File: config.mk
export PLATFORM = sky130hd
export DESIGN_NAME = matmul_arbiter
export DESIGN_NICKNAME = d
export VERILOG_FILES = /design/src/rtl/matmul_pkg.sv /design/src/rtl/rr_arbiter_2.sv /design/src/rtl/matmul_arbiter.sv
export SDC_FILE = /design/constraint.sdc
export NUM_CORES = 1
export LEC_CHECK = 0
export CORE_MARGIN = 4
export CORE_UTILIZATION = 32
export CTS_CLUSTER_SIZE = 28
export DETAILED_ROUTE_END_ITERATION = 12
export GPL_TIMING_DRIVEN = 0
export HOLD_SLACK_MARGIN = 0.15
export PLACE_DENSITY = 0.77
export SKIP_LAST_GASP = 1
export SYNTH_ARGS = -nofsm -noshare
export SYNTH_HDL_FRONTEND = slang
export SYNTH_SLANG_ARGS = --single-unit
File: constraint.sdc
create_clock -name clk -period 1.5 [get_ports clk]
set_input_delay 0.45 -clock clk [delete_from_list [all_inputs] [get_ports clk]]
set_output_delay 0.45 -clock clk [all_outputs]
set_load 0.005 [all_outputs]
File: src/rtl/matmul_pkg.sv
// Shared state encoding and default sizing for the matmul engine arbiter.
package matmul_pkg;

  localparam int DEF_COL_BITS = 4;
  localparam int DEF_TIMEOUT  = 1024;

  typedef enum logic [2:0] {
    IDLE,
    START,
    WAIT_BUSY,
    WAIT_DONE,
    READOUT,
    DONE
  } state_t;

endpackage

File: src/rtl/rr_arbiter_2.sv
// Two-way round-robin picker: combinational grant, last-winner pointer updated on 'update'.
// A lone requester always wins; on contention the one not granted last wins.
module rr_arbiter_2 (
  input  logic       clk,
  input  logic       rst,
  input  logic [1:0] req,
  input  logic       update,
  output logic [1:0] grant
);

  // 1 means requester 1 won last, so requester 0 is favoured next.
  logic r_last;

  always_comb begin
    grant = 2'b00;
    case (req)
      2'b01:   grant = 2'b01;
      2'b10:   grant = 2'b10;
      2'b11:   grant = r_last ? 2'b01 : 2'b10;
      default: grant = 2'b00;
    endcase
  end

  always_ff @(posedge clk) begin
    if (rst) begin
      r_last <= 1'b1;
    end else if (update && (grant != 2'b00)) begin
      r_last <= grant[1];
    end
  end

endmodule

File: src/rtl/matmul_arbiter.sv
// Shares one matmul engine between two requesters: start, wait for ready low/high, stream
// 2**COL_BITS results (1-cycle latency from mm_sel), abort with err after TIMEOUT wait cycles.
module matmul_arbiter
  import matmul_pkg::*;
#(
  parameter int COL_BITS = DEF_COL_BITS,
  parameter int TIMEOUT  = DEF_TIMEOUT
) (
  input  logic                clk,
  input  logic                rst,
  input  logic [1:0]          req,
  input  logic signed [15:0]  req0_data1,
  input  logic signed [15:0]  req0_data2,
  input  logic signed [15:0]  req1_data1,
  input  logic signed [15:0]  req1_data2,
  output logic [1:0]          grant,
  output logic                mm_start,
  input  logic                mm_ready,
  output logic signed [15:0]  mm_data1,
  output logic signed [15:0]  mm_data2,
  output logic [COL_BITS-1:0] mm_sel,
  input  logic [15:0]         mm_data_out,
  output logic                out_valid,
  output logic [COL_BITS-1:0] out_idx,
  output logic [15:0]         out_data,
  output logic                done,
  output logic                err
);

  localparam int TW = $clog2(TIMEOUT + 1);

  state_t              r_state;
  state_t              w_next;
  logic [1:0]          r_grant;
  logic [1:0]          w_rr_grant;
  logic                w_rr_update;
  logic                w_abort;
  logic                w_tmo;
  logic [COL_BITS-1:0] r_idx;
  logic [TW-1:0]       r_tcnt;
  logic                r_out_valid;
  logic [COL_BITS-1:0] r_out_idx;
  logic [15:0]         r_out_data;
  logic                r_err;

  rr_arbiter_2 u_rr (
    .clk    (clk),
    .rst    (rst),
    .req    (req),
    .update (w_rr_update),
    .grant  (w_rr_grant)
  );

  // Counter holds TIMEOUT-1 on the last permitted wait cycle; err lands as the count reaches TIMEOUT.
  assign w_tmo = (r_tcnt == TW'(TIMEOUT - 1));

  always_comb begin
    w_next      = r_state;
    w_rr_update = 1'b0;
    w_abort     = 1'b0;
    mm_start    = 1'b0;
    done        = 1'b0;
    case (r_state)
      IDLE: begin
        if (req != 2'b00) begin
          w_rr_update = 1'b1;
          w_next      = START;
        end
      end
      START: begin
        mm_start = 1'b1;
        w_next   = WAIT_BUSY;
      end
      WAIT_BUSY: begin
        if (w_tmo) begin
          w_abort = 1'b1;
          w_next  = IDLE;
        end else if (!mm_ready) begin
          w_next = WAIT_DONE;
        end
      end
      WAIT_DONE: begin
        if (w_tmo) begin
          w_abort = 1'b1;
          w_next  = IDLE;
        end else if (mm_ready) begin
          w_next = READOUT;
        end
      end
      READOUT: begin
        if (r_idx == {COL_BITS{1'b1}}) w_next = DONE;
      end
      DONE: begin
        done   = 1'b1;
        w_next = IDLE;
      end
      default: w_next = IDLE;
    endcase
  end

  always_ff @(posedge clk) begin
    if (rst) begin
      r_state     <= IDLE;
      r_grant     <= 2'b00;
      r_idx       <= '0;
      r_tcnt      <= '0;
      r_out_valid <= 1'b0;
      r_out_idx   <= '0;
      r_out_data  <= '0;
      r_err       <= 1'b0;
    end else begin
      r_state     <= w_next;
      r_err       <= w_abort;
      r_out_valid <= (r_state == READOUT);
      if (w_rr_update) begin
        r_grant <= w_rr_grant;
      end else if (w_abort || (r_state == DONE)) begin
        r_grant <= 2'b00;
      end
      if (r_state == START) begin
        r_tcnt <= '0;
      end else if ((r_state == WAIT_BUSY) || (r_state == WAIT_DONE)) begin
        r_tcnt <= r_tcnt + TW'(1);
      end
      // Index rests at 0 outside READOUT so the readout always begins at word 0.
      if (r_state == READOUT) begin
        r_idx      <= r_idx + COL_BITS'(1);
        r_out_idx  <= r_idx;
        r_out_data <= mm_data_out;
      end else begin
        r_idx <= '0;
      end
    end
  end

  assign grant     = r_grant;
  assign mm_sel    = (r_state == READOUT) ? r_idx : '0;
  assign out_valid = r_out_valid;
  assign out_idx   = r_out_idx;
  assign out_data  = r_out_data;
  assign err       = r_err;
  assign mm_data1  = r_grant[1] ? req1_data1 : (r_grant[0] ? req0_data1 : 16'sd0);
  assign mm_data2  = r_grant[1] ? req1_data2 : (r_grant[0] ? req0_data2 : 16'sd0);

endmodule

==> flow_summary.yaml, run 1 <==
critical_path:
  cp-start-kind: "register"
  path_class: "register to primary output"
  cp_max_fo: 3
  endpoint: "mm_sel[0]"
  rr_worst_depth: 7
  reg2reg_to: "r_tcnt[6]"
  critPathLaunch: "r_state[2]"
  cp_data_arrival_time_ps: 1490
  worstPathRequired_ps: 1050
  r2r_slack_ps: -220
  reg2reg_from: "r_state[2]"
  crit_path_end_kind: "primary output"
layout:
  syn2layout_area_growth_pct: 110.8
  drive_gt1_share_pct: 41.86
  fin_nets: 529
yosys:
  synth_warnings: 0
  synth_fa_ha_area_share_pct: 1.172
  synthMuxAreaShare_pct: 1.407
  synth.avg_cell_area_um2: 8.504
  seq_area_frac_synth_pct: 40.33
  synth_top_family_by_area: "compound AO/OA/AOI/OAI gates"
  ys_ff_latch: 43
  syn_area_mm2: 0.002135
  synth_compound_area_share_pct: 25.26
  synth_cells: 251
  ys_types: 45
  synth-main-ff-cell: "dfxtp_1"
  synth_xor_area_share_pct: 1.641
  synth_fp_nets: 338
  yosys.area_share.simple_pct: 23.62
  synthArstFlopShare_pct: 0
  synth-edff-count: 0
sta:
  hold_viol_final: 0
  drv_slew: 0
  rsz0062_at_grt: "true"
  worst_pin_slew_ps: 330.3
  fin_ws_ps: -444.9
  max_freq_ghz: 0.5142
  fin_crit_sh_pct: 129.7
  layout_min_cycle_time_ps: 1945
  setup_viol: 66
  relSlewSlack_pct: 77.98
  skew_ps: 10.33
power_and_ir_drop:
  p_int_w: 0.003021
  p_switching_w: 0.001424
  p_sw_share_pct: 32.04
  power_frac_comb_pct: 49.6
  power_density_mw_per_mm2: 987.6
  ir_drop_mv: 0.6851
  power_w: 0.004445
  leakage_nw: 2.054
  clockPowerShare_pct: 19.7
  seqPwrFrac_pct: 30.7
placed_design:
  io_buffer_count: 146
  place.gp.congestion: 0.7447
  dp_hpwl_mm: 5.905
  dp_slack_ps: -755.8
global_routing:
  grt_pass1_vias: 2683
  grt_max_degree: 13
  grt_pass1_wl_mm: 12.48
  antenna_found_initial: 0
  groute.usage.overall_pct: 19.71
  grt-ovfl-total: 0
clock_network:
  cts_tree: "built"
  clock_latency_ps: 290
  cts_made_buffers: 5
  h-tree-depth: 2
  path_clk_slew_ps: 90
  cts_sinks: 43
  cts_root_buf: "clkbuf_8"
  ctsHoldBuffers: 0
  clock_path_buffers: 2
route:
  first_iter_violations: 102
  dr.pass1.iters: 4
  drc: 0
  wl_mm: 9.083
  vias_per_cell: 5.142
  antenna_left: 0
  vias: 2674
  wl_per_cell_um: 17.47
min_path:
  hp-class: "register to register"
floorplan:
  dieHeight_um: 89.67
  initial_core_util_pct: 33.24
  dieWidth_um: 89.67
  io_pins: 147
  die_area_mm2: 0.008041
  num_rows: 29
  core_mm2: 0.006422
job:
  cap_violations: 0
run_status:
  status: "finished with violations"
  violations: "setup timing"
worst min-delay path by stage:
| stage | from | end | slack (ps) | cells past startpoint |
|---|---|---|---|---|
| floorplan | r_idx[0] | r_idx[0] | 430 | 1 |
| global placement | out_data[11] | out_data[11] | 440 | 2 |
| detailed placement | out_data[6] | out_data[6] | 450 | 2 |
| CTS | out_data[14] | out_data[14] | 460 | 2 |
| global route | out_data[5] | out_data[5] | 480 | 2 |
| finish | out_data[0] | out_data[0] | 460 | 2 |
registers in the layout, indices dropped and copies added, names as in the netlist:
| register | flops |
|---|---|
| r_idx | 4 |
| r_tcnt | 11 |
| r_state | 3 |
| grant | 2 |
| out_idx | 4 |
| u_rr.r_last | 1 |
| out_valid | 1 |
| out_data | 16 |
| err | 1 |
layout make-up:
| class | instances | area, um^2 |
|---|---|---|
| antenna | 1 | 2.502 |
| buffer | 16 | 170.2 |
| clock buffer | 6 | 72.57 |
| clock inverter | 1 | 30.03 |
| fill | 493 | 1922 |
| inverter | 11 | 45.04 |
| multi-input combinational | 176 | 1519 |
| sequential | 43 | 874.6 |
| tap | 77 | 96.34 |
| timing repair buffer | 189 | 1690 |
timing repair:
action,in CTS,in global routing
resized for setup,243,115
pin swaps,24,40
endpoints found under the setup margin,83,77
buffers inserted,29,14
gates cloned,6,1
logic make-up (layout without fill, tap and decap cells):
family / after synthesis / in the layout
AND/OR/NAND/NOR: 92 / 92
flip-flops: 43 / 43
adder cells (fa/ha/maj): 2 / 2
buffers and inverters: 32 / 223
AO/OA/AOI/OAI: 75 / 75
multiplexers: 3 / 3
other: 0 / 1
XOR/XNOR: 4 / 4
Yosys cell counts (all sizes together) (2+ instances only):
cell type	number	area, um^2
xnor2	2	17.52
nand3b	4	42.54
o22ai	2	12.51
xor2	2	17.52
inv	10	37.54
nor3b	2	20.02
nand2b	2	12.51
nor4	3	18.77
a22o	32	280.3
nand3	6	30.03
nand4b	2	32.53
dfxtp	43	860.8
a21oi	27	138.9
nor3	4	20.02
nand4	2	27.53
clkbuf	12	45.04
or3b	2	17.52
buf	9	53.80
o31ai	4	30.03
nand2	48	182.7
o21ai	3	15.01
ha	2	25.02
mux2i	3	30.03
or3	2	12.51
or4	4	33.78
nor2	7	26.28
o41ai	2	17.52
a311o	2	20.02
critical path, cell delays in order, from the launching register on:
cell,delay (ps)
dfxtp_2,350
buf_6,100
nor3b_4,210
buf_6,130
buf_6,90
buf_6,110
nand2_4,50
inv_2,60
buf_6,90
power groups by stage:
stage | clock network, W | registers, W | logic (W)
CTS | 0.000896 | 0.00132 | 0.00204
floorplan | 0 | 0.00132 | 0.000795
detailed placement | 0 | 0.00133 | 0.00173
global route | 0.000934 | 0.00138 | 0.00237
finish | 0.000876 | 0.00136 | 0.00220
global placement | 0 | 0.00132 | 0.00171
layout by cell type, fill, tap and decap left out, types with 3 or more instances in the layout:
| master | n |
|---|---|
| clkbuf_8 | 5 |
| nand2_1 | 24 |
| a21oi_1 | 4 |
| a22o_1 | 32 |
| nor2_1 | 7 |
| dlygate4sd2_1 | 23 |
| dfxtp_1 | 34 |
| buf_2 | 31 |
| or4_4 | 3 |
| inv_2 | 4 |
| clkbuf_4 | 3 |
| buf_8 | 6 |
| inv_1 | 6 |
| clkbuf_2 | 5 |
| clkdlybuf4s50_1 | 84 |
| nand2_4 | 21 |
| nand3b_1 | 3 |
| buf_6 | 26 |
| dfxtp_2 | 8 |
| mux2i_1 | 3 |
| nand3_1 | 6 |
| nor3_4 | 3 |
| a21oi_2 | 23 |
| o31ai_1 | 4 |
| buf_4 | 24 |
per-layer routing:
metal  part of all wire [%]  up-vias  global-route usage [%]
li1                       -     1287                       -
met1                     34     1241                   19.08
met2                     53      129                   37.97
met3                     11       17                   8.029
met4                    2.5        0                   5.548
met5                      0        -                       0
stage by stage:
| step | TNS [ps] | utilization, % | area (um^2) | instances | hold slack, ps |
|---|---|---|---|---|---|
| after global routing | -18550 | 70.04 | 4498 | 519 | 480.8 |
| after detailed placement | -37940 | 57.51 | 3694 | 474 | 448.1 |
| after floorplan | 0 | - | 2136 | 251 | 429.9 |
| after CTS | -19190 | 64.10 | 4116 | 515 | 459.9 |
| after global placement | -36760 | 57.51 | 3694 | 474 | 440.7 |
| final | -14940 | 70.08 | 4501 | 520 | 457.4 |
Power figures use the tool's default switching activity.
==> run 2, diff against run 1 <==
CTS_BUF_LIST = sky130_fd_sc_hd__clkbuf_4   (was not set)
PLACE_DENSITY = 0.78   (was 0.77)
SYNTH_HIERARCHICAL = 1   (was not set)
==> flow_summary.yaml, run 2 <==
global_routing:
  grt-ovfl-total: 0
  grt_pass1_wl_mm: 11.74
  grt_max_degree: 13
  top_usage_layer: "met2"
  groute.usage.overall_pct: 19.33
  gr-usage-met2_pct: 36.16
  antenna_found_initial: 0
  grt_use_met1_pct: 19.63
  grt_use_met3_pct: 7.338
  grt_pass1_vias: 2434
yosys:
  seq_area_frac_synth_pct: 42.18
  ys_types: 35
  synth_cells: 246
  synth_warnings: 6
  synthArstFlopShare_pct: 0
  synth-edff-count: 0
  syn_area_mm2: 0.002041
  yosysTopAreaCellShare_pct: 42.18
  synth.avg_cell_area_um2: 8.296
  yosysTopAreaCell: "dfxtp_1"
  synth_fp_nets: 333
  yosysMostFrequentCell: "nand2_1"
  synth_common_cells: "nand2_1, dfxtp_1, a22o_1, a21oi_1"
  ys_ff_latch: 43
  synth_area_leaders: "dfxtp_1, a22o_1, nand2_1"
  synth-main-ff-cell: "dfxtp_1"
floorplan:
  num_rows: 28
  core_mm2: 0.006061
  initial_core_util_pct: 33.67
  dieWidth_um: 87.86
  die_area_mm2: 0.007719
  dieHeight_um: 87.86
  io_pins: 147
sta:
  fin_crit_sh_pct: 127.3
  skew_ps: 10.60
  hold_viol_final: 0
  setup_viol: 40
  rsz0062_at_grt: "true"
  max_freq_ghz: 0.5238
  worst_pin_slew_ps: 441.0
  relSlewSlack_pct: 70.60
  drv_slew: 0
  layout_min_cycle_time_ps: 1909
  fin_ws_ps: -409.2
layout:
  largest_reg_flops: 16
  fin_nets: 508
  insertedDiodeCount: 0
  layout_commonest_cell: "clkdlybuf4s50_1"
  most-common-layout-cells: "clkdlybuf4s50_1, nand2_1, buf_2, a22o_1, a21oi_1"
  utilization_pct: 64.45
  drive_gt1_share_pct: 32.46
  syn2layout_area_growth_pct: 91.42
route:
  vias_per_cell: 5.000
  vias: 2485
  first_iter_violations: 84
  dr.pass1.iters: 4
  drc: 0
  wl_per_cell_um: 16.48
  antenna_left: 0
  wl_mm: 8.189
critical_path:
  max_stage_delay_ps: 350
  reg2reg_to: "r_tcnt[9]"
  cp_data_arrival_time_ps: 1460
  r2r_slack_ps: -20
  path_depth: 5
  crit_slowest_cell: "dfxtp_2"
  path_buf_inv: 3
  cp-start-kind: "register"
  critical_path.cell_chain: "nor2b_4, buf_6, clkbuf_16, a22o_1, buf_2"
  rr_worst_depth: 6
  path_class: "register to primary output"
  cp_max_fo: 6
  crit_path_end_kind: "primary output"
  crit_family: "buffers and inverters"
  worstPathRequired_ps: 1050
  reg2reg_from: "r_state[1]"
placed_design:
  dp_hpwl_mm: 6.001
  place.gp.congestion: 0.7525
  io_buffer_count: 146
clock_network:
  clock_path_buffers: 2
  cts_made_buffers: 5
  cts_sinks: 43
  ctsHoldBuffers: 0
  h-tree-depth: 2
  clock_latency_ps: 360
  cts_tree: "built"
  cts_root_buf: "clkbuf_4"
  path_clk_slew_ps: 120
run_status:
  status: "finished with violations"
  violations: "setup timing"
power_and_ir_drop:
  p_int_w: 0.001919
  p_sw_share_pct: 26.96
  power_w: 0.002627
  seqPwrFrac_pct: 45.5
  p_switching_w: 0.0007082
  ir_drop_mv: 0.5490
  leakage_nw: 1.783
  power_frac_comb_pct: 32.0
  power_density_mw_per_mm2: 672.6
  clockPowerShare_pct: 22.4
job:
  cap_violations: 0
min_path:
  hold_path_end: "out_idx[1]"
  hold_path_startpoint: "out_idx[1]"
  hp-class: "register to register"
  holdPathStages: 2
## run 2: metal layers
layer	vias up	part of all wire, %	wire length [um]
li1	1206	-	-
met1	1138	35	2834
met2	124	50	4122
met3	17	13	1038
met4	0	2.4	194
met5	-	0	0
## run 2: layout make-up
class | count | area [um^2]
Sequential cell | 43 | 904.6
Buffer | 13 | 122.6
Clock buffer | 7 | 52.55
Inverter | 7 | 28.78
Timing Repair Buffer | 175 | 1541
Tap cell | 75 | 93.84
Clock inverter | 1 | 5.005
Multi-Input combinational cell | 176 | 1157
Fill cell | 516 | 2155
## run 2: stage by stage
stage	setup slack (ps)	area, um^2	hold WS [ps]	std cells	TNS, ps
after floorplan	6.618	2069	452.7	246	0
after global placement	-618.3	3625	440.9	467	-36390
after detailed placement	-643.0	3625	448.0	467	-38690
after CTS	-550.7	3771	461.9	493	-17280
after global routing	-465.2	3906	478.9	497	-15270
final	-409.2	3906	460.3	497	-12770
## run 2: power groups by stage
| stage | clock network (W) | registers [W] | logic [W] |
|---|---|---|---|
| 2_1_floorplan | 0 | 0.00121 | 0.000278 |
| 3_3_place_gp | 0 | 0.00122 | 0.000750 |
| 3_5_place_dp | 0 | 0.00122 | 0.000758 |
| 4_1_cts | 0.000591 | 0.00119 | 0.000809 |
| 5_1_grt | 0.000643 | 0.00120 | 0.000900 |
| 6_report | 0.000589 | 0.00120 | 0.000841 |
## run 2: what timing repair did
action | in CTS | in global routing
buffers inserted | 16 | 11
hold endpoints to repair | 0 | 0
pin swaps | 16 | 13
endpoints found under the setup margin | 85 | 51
resized for setup | 232 | 44
gates cloned | 4 | 0
## run 2: worst max-delay path by stage
stage | start | end | slack [ps]
3_5_place_dp | grant[1] | mm_data1[5] | -640
2_1_floorplan | r_tcnt[1] | r_state[0] | 7
6_report | grant[0] | mm_data2[11] | -410
3_3_place_gp | grant[1] | mm_data1[5] | -620
4_1_cts | grant[1] | mm_data2[11] | -550
5_1_grt | grant[0] | mm_data2[6] | -470
## run 2: worst min-delay path, delay by kind of cell (launching register included)
family             cells  cell delay (ps)
and+or+nand+nor        1               50
DFF                    1              340
AOI/OAI and AO/OA      1               50
## run 2: logic make-up (layout without fill, tap and decap cells)
group           after synthesis  in the layout  synth area share [%]
compound gates               65             65                 23.11
xor+xnor                     12             12                 5.150
fa+ha+maj                     2              2                 1.226
buf+inv                      27            203                 5.947
flops                        43             43                 42.18
simple gates                 97             97                 22.38
